--- config.mk ---
export PLATFORM = sky130hd
export DESIGN_NAME = alu_serial_div
export DESIGN_NICKNAME = d
export VERILOG_FILES = /design/src/rtl/alu_serial_div_pkg.sv /design/src/rtl/alu_serial_div.sv
export SDC_FILE = /design/constraint.sdc
export NUM_CORES = 1
export LEC_CHECK = 0
export BUFFER_PORTS_ARGS = -buffer_cell sky130_fd_sc_hd__buf_2
export CORE_ASPECT_RATIO = 1.4
export CORE_MARGIN = 10
export CORE_UTILIZATION = 38
export CTS_CLUSTER_DIAMETER = 40
export DETAILED_ROUTE_END_ITERATION = 12
export GPL_TIMING_DRIVEN = 0
export PLACE_DENSITY = 0.57
export REMOVE_ABC_BUFFERS = 1
export SKIP_LAST_GASP = 1
export SLEW_MARGIN = 25
export SYNTH_ARGS = -nofsm -noshare
export SYNTH_HDL_FRONTEND = slang
export SYNTH_SLANG_ARGS = --single-unit
--- constraint.sdc ---
create_clock -name clk -period 6.5 [get_ports clk]
set_clock_uncertainty 0.1 [all_clocks]
set_input_delay 0 -clock clk [delete_from_list [all_inputs] [get_ports clk]]
set_output_delay 0 -clock clk [all_outputs]
set_load 0.02 [all_outputs]
--- src/rtl/alu_serial_div_pkg.sv ---
// Opcode encoding shared by the ALU and the serial divider.
package alu_serial_div_pkg;

    typedef enum logic [2:0] {
        ALU_ADD  = 3'd0,
        ALU_SUB  = 3'd1,
        ALU_AND  = 3'd2,
        ALU_OR   = 3'd3,
        ALU_DIV  = 3'd4,
        ALU_DIVU = 3'd5,
        ALU_REM  = 3'd6,
        ALU_REMU = 3'd7
    } alu_opcode_e;

endpackage

--- src/rtl/alu_serial_div.sv ---
// Iterative radix-2 restoring divider for DIV/DIVU/REM/REMU with the EX-stage
// enable/ready handshake; one quotient bit per cycle, result held until accepted.
module alu_serial_div
    import alu_serial_div_pkg::*;
#(
    parameter int unsigned DATA_WIDTH     = 32,
    parameter bit          ZERO_FAST_PATH = 1'b1
) (
    input  logic                  clk,
    input  logic                  rst,
    input  logic                  enable_i,
    input  logic                  ex_ready_i,
    input  alu_opcode_e           operator_i,
    input  logic [DATA_WIDTH-1:0] operand_a_i,
    input  logic [DATA_WIDTH-1:0] operand_b_i,
    output logic [DATA_WIDTH-1:0] result_o,
    output logic                  ready_o
);

    localparam int unsigned W  = DATA_WIDTH;
    localparam int unsigned CW = $clog2(W);

    typedef enum logic [1:0] {
        IDLE,
        CALC,
        FINISH
    } state_e;

    state_e          state_q, state_d;
    logic [CW-1:0]   cnt_q;
    logic [W-1:0]    quo_q;
    logic [W-1:0]    rem_q;
    logic [W-1:0]    div_q;
    logic            sign_q_q;
    logic            sign_r_q;
    logic            is_rem_q;
    logic            b_zero_q;
    logic [W-1:0]    result_q;

    logic            is_div_c;
    logic            is_signed_c;
    logic            is_rem_c;
    logic            a_neg_c;
    logic            b_neg_c;
    logic [W-1:0]    a_mag_c;
    logic [W-1:0]    b_mag_c;
    logic            b_zero_c;
    logic            start_c;
    logic            calc_last_c;
    logic [W:0]      rem_shift_c;
    logic [W:0]      rem_sub_c;
    logic            ge_c;
    logic [W-1:0]    rem_step_c;
    logic [W-1:0]    quo_step_c;
    logic [W-1:0]    quo_res_c;
    logic [W-1:0]    rem_res_c;

    // Opcode decode and operand magnitudes for the capture edge
    always_comb begin
        is_div_c    = operator_i inside {ALU_DIV, ALU_DIVU, ALU_REM, ALU_REMU};
        is_signed_c = (operator_i == ALU_DIV) || (operator_i == ALU_REM);
        is_rem_c    = (operator_i == ALU_REM) || (operator_i == ALU_REMU);
        a_neg_c     = is_signed_c & operand_a_i[W-1];
        b_neg_c     = is_signed_c & operand_b_i[W-1];
        a_mag_c     = a_neg_c ? W'(W'(0) - operand_a_i) : operand_a_i;
        b_mag_c     = b_neg_c ? W'(W'(0) - operand_b_i) : operand_b_i;
        b_zero_c    = (operand_b_i == '0);
    end

    // One restoring step; the borrow of the widened subtraction decides the quotient bit
    always_comb begin
        rem_shift_c = {rem_q, quo_q[W-1]};
        rem_sub_c   = rem_shift_c - {1'b0, div_q};
        ge_c        = ~rem_sub_c[W];
        rem_step_c  = ge_c ? rem_sub_c[W-1:0] : rem_shift_c[W-1:0];
        quo_step_c  = {quo_q[W-2:0], ge_c};
        quo_res_c   = (sign_q_q && !b_zero_q) ? W'(W'(0) - quo_step_c) : quo_step_c;
        rem_res_c   = sign_r_q ? W'(W'(0) - rem_step_c) : rem_step_c;
    end

    // State register
    always_ff @(posedge clk or posedge rst) begin
        if (rst) begin
            state_q <= IDLE;
        end else begin
            state_q <= state_d;
        end
    end

    // Next-state and handshake decode
    always_comb begin
        state_d     = state_q;
        ready_o     = 1'b0;
        start_c     = 1'b0;
        calc_last_c = 1'b0;
        case (state_q)
            IDLE: begin
                ready_o = !(enable_i && is_div_c);
                if (enable_i && is_div_c) begin
                    start_c = 1'b1;
                    state_d = (ZERO_FAST_PATH && b_zero_c) ? FINISH : CALC;
                end
            end
            CALC: begin
                if (cnt_q == CW'(W - 1)) begin
                    calc_last_c = 1'b1;
                    state_d     = FINISH;
                end
            end
            FINISH: begin
                ready_o = 1'b1;
                if (ex_ready_i) begin
                    state_d = IDLE;
                end
            end
            default: state_d = IDLE;
        endcase
        if (rst) begin
            ready_o = 1'b0;
        end
    end

    // Operand capture, iteration datapath and result register
    always_ff @(posedge clk or posedge rst) begin
        if (rst) begin
            cnt_q    <= '0;
            quo_q    <= '0;
            rem_q    <= '0;
            div_q    <= '0;
            sign_q_q <= 1'b0;
            sign_r_q <= 1'b0;
            is_rem_q <= 1'b0;
            b_zero_q <= 1'b0;
            result_q <= '0;
        end else if (start_c) begin
            cnt_q    <= '0;
            quo_q    <= a_mag_c;
            rem_q    <= '0;
            div_q    <= b_mag_c;
            sign_q_q <= a_neg_c ^ b_neg_c;
            sign_r_q <= a_neg_c;
            is_rem_q <= is_rem_c;
            b_zero_q <= b_zero_c;
            if (ZERO_FAST_PATH && b_zero_c) begin
                result_q <= is_rem_c ? operand_a_i : '1;
            end
        end else if (state_q == CALC) begin
            cnt_q <= cnt_q + 1'b1;
            quo_q <= quo_step_c;
            rem_q <= rem_step_c;
            if (calc_last_c) begin
                result_q <= is_rem_q ? rem_res_c : quo_res_c;
            end
        end
    end

    assign result_o = result_q;

endmodule
==> run summary <==
CP max-delay cell -> xor2_4
largest net degree at the start of global routing -> 86
Slew @ Worst Pin -> 980 ps
initial antenna violation count -> 1
clk_lat worst skew -> 460 ps
minimum clock period -> 6130 ps
Routed Antenna Nets -> 0
CTS Root Cell -> clkbuf_16
Startpoint Class -> flop
CTS Buffer Depth -> 2
Most used DFF post-synth -> dfrtp_1
Final Hold Vio Count -> 0
routed len/inst -> 19.7 microns
Hold WC Path Type -> primary input to async pin
Worst Setup Path Type -> flop to flop
gr busiest metal -> met2
synthesized instance count -> 1527
core area -> 0.0308 sq mm
Syn Area/Cell -> 7.79 sq um
relative slew slack -> 34.4%
global-route wire length before repair -> 65200 microns
Worst-path clk slew -> 70 ps
met1 GRT Util -> 24.1%
Vias per Instance -> 5.84
# resized after CTS -> 0
# hold bufs at CTS -> 92
io pins -> 104
Post-CTS Setup Inserts -> 0
Synth area leader -> dfrtp_1
fin crit share -> 94.3%
grt met2 use -> 36.3%
YS warnings -> 0
post-synthesis sequential area ratio -> 29.2%
Die Width -> 170 microns
CTS Buf Count -> 17
Slew Limit Fails -> 0
DRT Pass-1 Iters -> 5
Global Route met3 Usage -> 2.83%
Fillers -> 3148
FP Rows -> 76
Initial DRC Count -> 955
CP endpoint kind -> flop
# port buffers -> 103
die area -> 0.0389 sq mm
fmax -> 163 MHz
Netlist cell types -> 95
cells along the critical path -> inv_1 -> ha_1 -> fa_1 -> nor2b_4 -> o31ai_2 -> a32oi_4 -> a31oi_2 -> a31oi_4 -> xor2_4 -> buf_16 -> buf_16 -> buf_16 -> mux2_2 -> ha_1 -> inv_1 -> nor3_1 -> nor3b_1 -> mux2_2 -> o21ai_0 -> o31ai_1 -> xnor2_1 -> a221oi_1
P&R area growth vs syn -> 19.5%
hpwl dp -> 31000 microns
Required @ worst endpoint -> 6730 ps
crit-path leading delay family -> compound AO/OA/AOI/OAI gates
routed via count -> 12055
Synth area leaders -> dfrtp_1 (29%), o21ai_0 (8.1%), nand2_1 (5.8%)
crit-path max FO -> 23
max-cap violation count -> 0
crit path buf inv count -> 5
layout cell share with drive strength beyond 1 -> 11.2%
Synth top area share -> 29.2%
Async S/R FF share, synth -> 100%
GRT overflow -> 0
status -> finished, final reports clean
GRT Util Overall -> 20.6%
Initial Utilization -> 38.6%
dpl cells -> 1938
number of global-route vias before repair -> 11901
synthesized area -> 0.0119 sq mm
Clock Sinks -> 139
clock tree from TritonCTS -> done
CP peak stage delay -> 470 ps
drt drc -> 0
final non-filler cell total -> 2063
number of flops mapped to enable cells by yosys -> 0
Yosys reg bits -> 139
most frequent cell on the critical path -> buf_16
Net count, final -> 1769
Max H-tree Level -> 4
total wire length -> 40600 microns
# setup viols final -> 0
global placement routability congestion -> 0.907
Crit path arrival time -> 6370 ps
RSZ-0062 raised after global routing -> no
Die H -> 229 microns
synthesized netlist by cell type, types with 21 or more instances:
library cell,instances
a21oi_1,100
a22oi_1,26
clkbuf_1,59
dfrtp_1,139
ha_1,38
inv_1,64
mux2i_1,24
nand2_1,183
nand3_1,26
nor2_1,109
nor3_1,50
nor4_1,21
o21ai_0,193
o31ai_1,28
or3_1,31
xnor2_1,66
xor2_1,61
routing by layer:
metal | wire length [microns] | share of wire (%)
met1 | 16500 | 41
met5 | 0 | 0
met3 | 1810 | 4.4
met2 | 20700 | 51
met4 | 1580 | 3.9
worst register-to-register path, cell delays in order (launching register included):
cell      delay [ps]
dfrtp_1          410
inv_1            100
ha_1             230
fa_1             450
nor2b_4          170
o31ai_2          110
a32oi_4          320
a31oi_2          270
a31oi_4          330
xor2_4           470
buf_16           230
buf_16           200
buf_16           190
mux2_2           230
ha_1             180
inv_1             70
nor3_1           250
nor3b_1          280
mux2_2           290
o21ai_0          250
o31ai_1          380
xnor2_1          180
a221oi_1         320
cells in the final DEF (no fill, tap or decap), types with 7 or more instances in the layout:
| master | synthesis | layout |
|---|---|---|
| o21ai_0 | 193 | 192 |
| or2_2 | 7 | 7 |
| mux2i_1 | 24 | 24 |
| nand3_1 | 26 | 26 |
| o22ai_1 | 18 | 18 |
| nand4_1 | 16 | 16 |
| and3_1 | 7 | 7 |
| clkbuf_16 | 0 | 17 |
| a21oi_1 | 100 | 100 |
| nor3_1 | 50 | 50 |
| a211oi_1 | 17 | 17 |
| inv_1 | 64 | 63 |
| or3_1 | 31 | 31 |
| o41ai_1 | 8 | 8 |
| o21a_1 | 7 | 7 |
| o211ai_1 | 14 | 14 |
| a21o_1 | 12 | 12 |
| ha_1 | 38 | 38 |
| or4_1 | 14 | 14 |
| xor2_1 | 61 | 61 |
| dfrtp_1 | 139 | 137 |
| a221oi_1 | 7 | 7 |
| buf_2 | 15 | 103 |
| and2_1 | 15 | 14 |
| nor4_1 | 21 | 21 |
| xnor2_1 | 66 | 66 |
| o211a_1 | 7 | 7 |
| a22oi_1 | 26 | 26 |
| o31ai_1 | 28 | 28 |
| a31oi_1 | 12 | 12 |
| buf_16 | 0 | 7 |
| dlygate4sd3_1 | 0 | 92 |
| nand2_1 | 183 | 179 |
| nor2_1 | 109 | 107 |
through the flow:
stage                     setup slack, ps  instance area, sq um  setup TNS [ps]  hold slack [ps]  utilization (%)
final                                 368                 14200               0             35.5             46.1
after global routing                  110                 14200               0             73.7             46.1
after CTS                             394                 14200               0             9.29             46.1
after detailed placement              416                 12700               0            -45.2             41.3
after global placement              -1200                 12400          -24640             86.2             40.4
after floorplan                       958                 11400               0            -16.9                -
sequential cells by signal, indices dropped and copies added, names as in the netlist:
signal and count:
b_zero_q 1, cnt_q 5, div_q 32, is_rem_q 1
quo_q 32, rem_q 32, result_o 32, sign_q_q 1
sign_r_q 1, state_q 2
kinds of logic (layout without fill, tap and decap cells):
family                   after synthesis  after routing  share of synthesized area [%]
flip-flops                           139            139                           29.2
adder cells (fa/ha/maj)               39             39                           4.17
XOR/XNOR                             128            128                           9.58
AO/OA/AOI/OAI                        511            511                           27.1
other                                  0              1                              0
buffers and inverters                156            301                           5.93
multiplexers                          28             28                           2.40
AND/OR/NAND/NOR                      526            526                           21.6
worst paths after layout:
path | startpoint | cells after the start | slack [ps] | end
min reg2reg | div_q[15] | 2 | 380 | div_q[15]
max reg2reg | quo_q[31] | 22 | 370 | result_o[24]
min | rst | 3 | 40 | result_o[2]
max in group asynchronous | rst | 4 | 5450 | quo_q[23]
max | quo_q[31] | 22 | 370 | result_o[24]
min in group clk | enable_i | 5 | 50 | quo_q[0]
area by class of cell:
cell class	instances	area (sq um)	share of cell area, %
multi-input cells	1232	7750	54.6
flip-flops and latches	139	3480	24.5
repair buffers	204	1670	11.7
well taps	390	488	3.43
clock buffers	19	433	3.05
inverters	65	251	1.77
clock inverters	13	129	0.907
diodes	1	2.50	0.0176
Power is left out: the tool's default activity adds up to more than one toggle a clock period on the data nets, which glitch-free logic cannot reach.
